==> config.mk <==
export PLATFORM = sky130hd
export DESIGN_NAME = icache_refill_arbiter
export DESIGN_NICKNAME = d
export VERILOG_FILES = /design/src/rtl/icache_refill_arbiter_pkg.sv /design/src/rtl/icache_refill_arbiter_rr.sv /design/src/rtl/icache_refill_arbiter.sv
export SDC_FILE = /design/constraint.sdc
export NUM_CORES = 1
export LEC_CHECK = 0
export CORE_AREA = 3 3 365 367
export DETAILED_ROUTE_END_ITERATION = 10
export DIE_AREA = 0 0 368 370
export SLEW_MARGIN = 20
export SYNTH_ARGS = -nofsm -noshare
export SYNTH_HDL_FRONTEND = slang
export SYNTH_SLANG_ARGS = --single-unit
==> constraint.sdc <==
create_clock -name clk -period 5.7 [get_ports clk]
set_clock_uncertainty 0.15 [all_clocks]
set_input_delay 1.14 -clock clk [delete_from_list [all_inputs] [get_ports clk]]
set_output_delay 1.14 -clock clk [all_outputs]
set_load 0.03 [all_outputs]
==> src/rtl/icache_refill_arbiter_pkg.sv <==
// Shared constants and types for the I/D cache refill arbiter.
// Line geometry, FSM state encoding and requester ids live here.
package icache_refill_arbiter_pkg;

    localparam int LINE_WORDS = 8;
    localparam int WORD_W     = 32;
    localparam int LINE_W     = LINE_WORDS * WORD_W;

    typedef enum logic [1:0] {
        IDLE     = 2'd0,
        RD_BURST = 2'd1,
        WR_BURST = 2'd2,
        DONE     = 2'd3
    } state_t;

    localparam logic REQ_I = 1'b0;
    localparam logic REQ_D = 1'b1;

endpackage

==> src/rtl/icache_refill_arbiter_rr.sv <==
// Two-input round-robin arbiter producing a one-hot grant.
// The pointer only moves when both sides compete, so a lone requester never loses its turn.
module refill_rr_arbiter
    import icache_refill_arbiter_pkg::*;
(
    input  logic       clk,
    input  logic       rst_n,
    input  logic [1:0] req,
    input  logic       en,
    output logic [1:0] grant
);

    logic ptr_q;

    // NOTE: every output of a combinational block gets a default first so no latch is inferred.
    always_comb begin
        grant = 2'b00;
        if (en) begin
            if (&req) begin
                grant[ptr_q] = 1'b1;
            end else begin
                grant = req;
            end
        end
    end

    // NOTE: sequential state uses non-blocking assignments only.
    always_ff @(posedge clk or negedge rst_n) begin
        if (!rst_n) begin
            ptr_q <= REQ_D;
        end else if (en && (&req)) begin
            ptr_q <= ~ptr_q;
        end
    end

endmodule

==> src/rtl/icache_refill_arbiter.sv <==
// Shares one word-wide memory port between I-cache refills and D-cache line reads/writes,
// running each grant as a LINE_WORDS-beat burst with a per-beat ready timeout.
module icache_refill_arbiter
    import icache_refill_arbiter_pkg::*;
#(
    parameter int LINE_WORDS = icache_refill_arbiter_pkg::LINE_WORDS,
    parameter int WORD_W     = icache_refill_arbiter_pkg::WORD_W,
    parameter int TIMEOUT    = 255
) (
    input  logic                         clk,
    input  logic                         rst_n,
    input  logic                         i_req,
    input  logic [31:0]                  i_addr,
    output logic [LINE_WORDS*WORD_W-1:0] i_line,
    output logic                         i_done,
    input  logic                         d_req,
    input  logic                         d_we,
    input  logic [31:0]                  d_addr,
    input  logic [LINE_WORDS*WORD_W-1:0] d_wline,
    output logic [LINE_WORDS*WORD_W-1:0] d_rline,
    output logic                         d_done,
    output logic                         err,
    output logic [31:0]                  mem_addr,
    output logic                         mem_rd,
    output logic                         mem_wr,
    output logic [WORD_W-1:0]            mem_wdata,
    input  logic [WORD_W-1:0]            mem_rdata,
    input  logic                         mem_ready
);

    localparam int LINE_BITS = LINE_WORDS * WORD_W;
    localparam int BEAT_W    = $clog2(LINE_WORDS);
    localparam int BYTE_SH   = $clog2(WORD_W / 8);
    localparam int OFF_W     = BEAT_W + BYTE_SH;
    localparam int WAIT_W    = $clog2(TIMEOUT + 1);
    localparam logic [BEAT_W-1:0] LAST_BEAT = BEAT_W'(LINE_WORDS - 1);
    localparam logic [WAIT_W-1:0] LAST_WAIT = WAIT_W'(TIMEOUT - 1);

    state_t               state, state_nxt;
    logic [1:0]           req_vec, grant;
    logic                 grant_d;
    logic [31:0]          sel_addr;
    logic                 addr_unused;
    logic [31:0]          base_q;
    logic                 id_q;
    logic                 err_q;
    logic [BEAT_W-1:0]    beat_q;
    logic [WAIT_W-1:0]    wait_q;
    logic [LINE_BITS-1:0] wline_q;
    logic                 timed_out;

    assign req_vec     = {d_req, i_req};
    assign grant_d     = grant[REQ_D];
    assign sel_addr    = grant_d ? d_addr : i_addr;
    assign addr_unused = ^sel_addr[OFF_W-1:0];
    assign timed_out   = !mem_ready && (wait_q == LAST_WAIT);

    refill_rr_arbiter u_rr (
        .clk   (clk),
        .rst_n (rst_n),
        .req   (req_vec),
        .en    (state == IDLE),
        .grant (grant)
    );

    always_comb begin
        state_nxt = state;
        unique case (state)
            IDLE: begin
                if (|grant) state_nxt = (grant_d && d_we) ? WR_BURST : RD_BURST;
            end
            RD_BURST, WR_BURST: begin
                if ((mem_ready && beat_q == LAST_BEAT) || timed_out) state_nxt = DONE;
            end
            DONE:    state_nxt = IDLE;
            default: state_nxt = IDLE;
        endcase
    end

    // NOTE: line buffers are reset too, because the outputs must read 0 out of reset.
    always_ff @(posedge clk or negedge rst_n) begin
        if (!rst_n) begin
            state   <= IDLE;
            base_q  <= '0;
            id_q    <= REQ_I;
            err_q   <= 1'b0;
            beat_q  <= '0;
            wait_q  <= '0;
            wline_q <= '0;
            i_line  <= '0;
            d_rline <= '0;
        end else begin
            state <= state_nxt;
            unique case (state)
                IDLE: begin
                    if (|grant) begin
                        base_q <= {sel_addr[31:OFF_W], {OFF_W{1'b0}}};
                        id_q   <= grant_d;
                        err_q  <= 1'b0;
                        beat_q <= '0;
                        wait_q <= '0;
                        if (grant_d && d_we) wline_q <= d_wline;
                    end
                end
                RD_BURST, WR_BURST: begin
                    if (mem_ready) begin
                        if (state == RD_BURST) begin
                            if (id_q == REQ_D) d_rline[beat_q*WORD_W +: WORD_W] <= mem_rdata;
                            else               i_line[beat_q*WORD_W +: WORD_W]  <= mem_rdata;
                        end
                        beat_q <= beat_q + 1'b1;
                        wait_q <= '0;
                    end else if (timed_out) begin
                        err_q <= 1'b1;
                    end else begin
                        wait_q <= wait_q + 1'b1;
                    end
                end
                default: ;
            endcase
        end
    end

    // Strobes decode straight from the state register so reset drops them asynchronously.
    always_comb begin
        mem_rd    = (state == RD_BURST);
        mem_wr    = (state == WR_BURST);
        mem_addr  = '0;
        mem_wdata = '0;
        if (mem_rd || mem_wr) mem_addr = base_q | (32'(beat_q) << BYTE_SH);
        if (mem_wr) mem_wdata = wline_q[beat_q*WORD_W +: WORD_W];
        i_done = (state == DONE) && (id_q == REQ_I);
        d_done = (state == DONE) && (id_q == REQ_D);
        err    = (state == DONE) && err_q;
    end

endmodule
==> run_results.csv <==
group,metric,value,unit
clock_tree,cts_buffers,92,
setup_path,crit_buf_inv,1,
clock_tree,hold_buffers,0,
run_status,status,"finished, final reports clean",
worst_hold_path,holdCritPathClass,"reg -> reg",
setup_path,critPathArrivalTime,3600,ps
setup_path,critPathKind,"reg -> out",
routing,drc,0,
clock_tree,cts-htree-levels,3,
final_layout,fin_cells,5284,
synthesis,synth_top_area_share,59.9,%
sta,finalCritPeriodShare,85.8,%
final_layout,drive_above_1_share,23.9,%
place,portBuffers,926,
routing,vias_per_cell,4.57,
place,dp_hpwl,99600,µm
power,p_leak,21.1,nW
grt,grt_pass1_vias,24900,
synthesis,avgSynthCellArea,13.4,µm²
floorplan,start_util,26.1,%
synthesis,synth_cells,2526,
clock_tree,postCtsResizedCells,0,
floorplan,die_x,368,µm
setup_path,cp_slowest_stage_delay,920,ps
place,dpl_cell_area,45200,µm²
clock_tree,postCtsSetupRepairBufs,0,
clock_tree,clk_pin_slew,50,ps
power,power_density,473,nW/µm²
place,dp_cells,5097,
synthesis,synth-edff-count,0,
final_layout,fin_area,48300,µm²
sta,slew_headroom,21.6,%
final_layout,final_util,37.2,%
sta,min_period,4890,ps
grt,grtUsageTotal,19.0,%
setup_path,cp_cell_sequence,"mux4_2, nand2_1, a21boi_0, clkdlybuf4s50_1",
setup_path,worst-endpoint-required,4410,ps
grt,grt_remaining_overflow,0,
final_layout,fillerInstances,12700,
routing,first_pass_iters,7,
sta,worstMarginPinSlew,1180,ps
synthesis,synth-seq-cells,811,
grt,grt_max_degree,105,
grt,antenna_found_initial,37,
synthesis,netlist_area,33800,µm²
synthesis,async_flop_share,100,%
synthesis,yosysWarningCount,0,
sta,max_freq,205,MHz
routing,first_iter_violations,1467,
synthesis,ys.flop_type,"dfrtp_1",
place,gp_congestion,0.834,
synthesis,synth.largest_area_cell,"dfrtp_1",
synthesis,synthDistinctLibCells,52,
floorplan,dieArea,136000,µm²
final_layout,finalNetCount,3821,
floorplan,io_pins,939,
setup_path,reg2reg_from,"beat_q[1]",
flow_run,max_cap_viol_count,0,
setup_path,crit_path_end_kind,"output pin",
clock_tree,cts_sinks,811,
routing,post_drt_wl_per_cell,25.1,µm
sta,hold_viol,0,
power,ir_drop,0.293,mV
sta,tns,0,ps
setup_path,slowest_stage,"dfrtp_4",
routing,wl,133000,µm
grt,grt_pass1_wl,187000,µm
place,dp_slack,1350,ps
clock_tree,cts_buffer_depth,3,
clock_tree,cts_tree,"done",
sta,worst_slack,810,ps
worst_hold_path,min_from,"base_q[18]",
floorplan,die_h,370,µm
synthesis,yosysSeqAreaShare,60.0,%
routing,postRouteAntennaNets,0,
sta,slew_violations,0,
setup_path,crit_path_start_kind,"flop",
synthesis,synth_area_leaders,"dfrtp_1 60%, mux2_2 17%, mux4_2 4.3%",
setup_path,critPathLaunch,"beat_q[1]",
sta,rsz0062_at_grt,"no",
final_layout,syn2layout_area_growth,42.8,%
sta,setup_violations,0,
floorplan,core-area,130000,µm²
setup_path,crit_family,"flip-flops",
clock_tree,clk_latency,680,ps
clock_tree,clockRootBuffer,"clkbuf_16",
setup_path,path_max_fanout,45,
routing,routed-via-count,24100,
floorplan,row_count,132,
==> cell type report <==
class / instances / area [µm²] / area share, %
timing repair buffer: 994 / 9930 / 20.5
clock inverter: 30 / 353 / 0.730
clock buffer: 141 / 2700 / 5.58
antenna: 16 / 40.0 / 0.0829
inverter: 40 / 150 / 0.311
tap: 1742 / 2180 / 4.51
multi-input combinational: 1510 / 12700 / 26.2
sequential: 811 / 20300 / 42.0
==> cell families after synthesis <==
group                    synth area share (%)
flip-flops                               60.0
multiplexers                             24.5
AND/OR/NAND/NOR                          7.23
AO/OA/AOI/OAI                            4.84
buffers and inverters                    2.92
adder cells (fa/ha/maj)                 0.518
other                                  0.0111
XOR/XNOR                               0.0259
==> state kept, by name (all words and copies together), names as in the netlist <==
signal	count
id_q	1
wline_q	256
d_rline	256
state	2
beat_q	3
err_q	1
u_rr.ptr_q	1
wait_q	8
i_line	256
base_q	27
==> per-stage QoR <==
step	hold WS (ps)	power, W
2_1_floorplan	292	0.0131
3_5_place_dp	312	0.0172
5_1_grt	340	0.0239
4_1_cts	315	0.0232
6_report	322	0.0228
3_3_place_gp	307	0.0170
==> final timing paths <==
kind	endpoint	slack, ps	depth (start not counted)
max in group asynchronous	i_line[68]	3730	2
hold reg to reg	base_q[18]	320	2
hold / removal	base_q[18]	320	2
min in group asynchronous	d_rline[181]	360	1
setup reg to reg	d_rline[39]	1400	7
setup / recovery	mem_wdata[27]	810	4
==> Yosys cell counts (2+ instances only) <==
| cell | count |
|---|---|
| a211o_1 | 2 |
| nand3_1 | 41 |
| buf_6 | 7 |
| mux2_2 | 511 |
| buf_2 | 62 |
| and2_1 | 67 |
| clkbuf_1 | 70 |
| o21ai_0 | 155 |
| nand2_2 | 2 |
| nand2b_1 | 2 |
| a21boi_0 | 32 |
| buf_4 | 23 |
| o21ai_2 | 24 |
| nor4_2 | 3 |
| a22o_1 | 2 |
| or3_1 | 3 |
| mux2_1 | 71 |
| nand2_1 | 351 |
| mux4_2 | 64 |
| nor3_1 | 5 |
| a21o_1 | 2 |
| o21a_1 | 3 |
| nand4_1 | 4 |
| nor2_1 | 10 |
| nand4b_1 | 2 |
| o21ai_1 | 42 |
| mux2i_1 | 29 |
| inv_1 | 38 |
| nor2b_1 | 3 |
| a31oi_1 | 3 |
| buf_1 | 4 |
| and3_1 | 39 |
| a21oi_1 | 9 |
| dfrtp_1 | 810 |
| ha_1 | 14 |
==> per-layer routing <==
metal	wire length, µm	GRT usage (%)	vias to the layer above	share of wire, %
li1	-	-	10700	-
met1	51300	22.0	12300	39
met2	66600	33.4	865	50
met3	11100	6.73	203	8.4
met4	3370	4.77	30	2.5
met5	215	0	-	0.16
==> worst register-to-register path: cells and delay by family (launching register included) <==
| family | cells | cell delay [ps] |
|---|---|---|
| flip-flops | 1 | 920 |
| AND/OR/NAND/NOR | 1 | 880 |
| adder cells (fa/ha/maj) | 2 | 730 |
| multiplexers | 1 | 290 |
| AO/OA/AOI/OAI | 1 | 330 |
| buffers and inverters | 2 | 840 |
==> cells in the final DEF (no fill, tap or decap), types with 21 or more instances in the layout <==
cell type and n:
clkbuf_8 21, and3_1 39, dfrtp_1 807, o21ai_2 24
o21ai_1 42, mux2_2 511, clkdlybuf4s50_1 925, inv_1 38
mux2i_1 29, a21boi_0 32, clkbuf_1 28, o21ai_0 154
clkbuf_16 92, mux4_2 64, and2_1 63, mux2_1 71
nand2_1 348, nand3_1 37, buf_4 57
==> where the power goes <==
group	internal, W	switching [W]	total (W)
logic	0.00374	0.00481	0.00855
clock network	0.00342	0.00252	0.00595
registers	0.00736	0.000992	0.00835
Power figures use the tool's default switching activity.
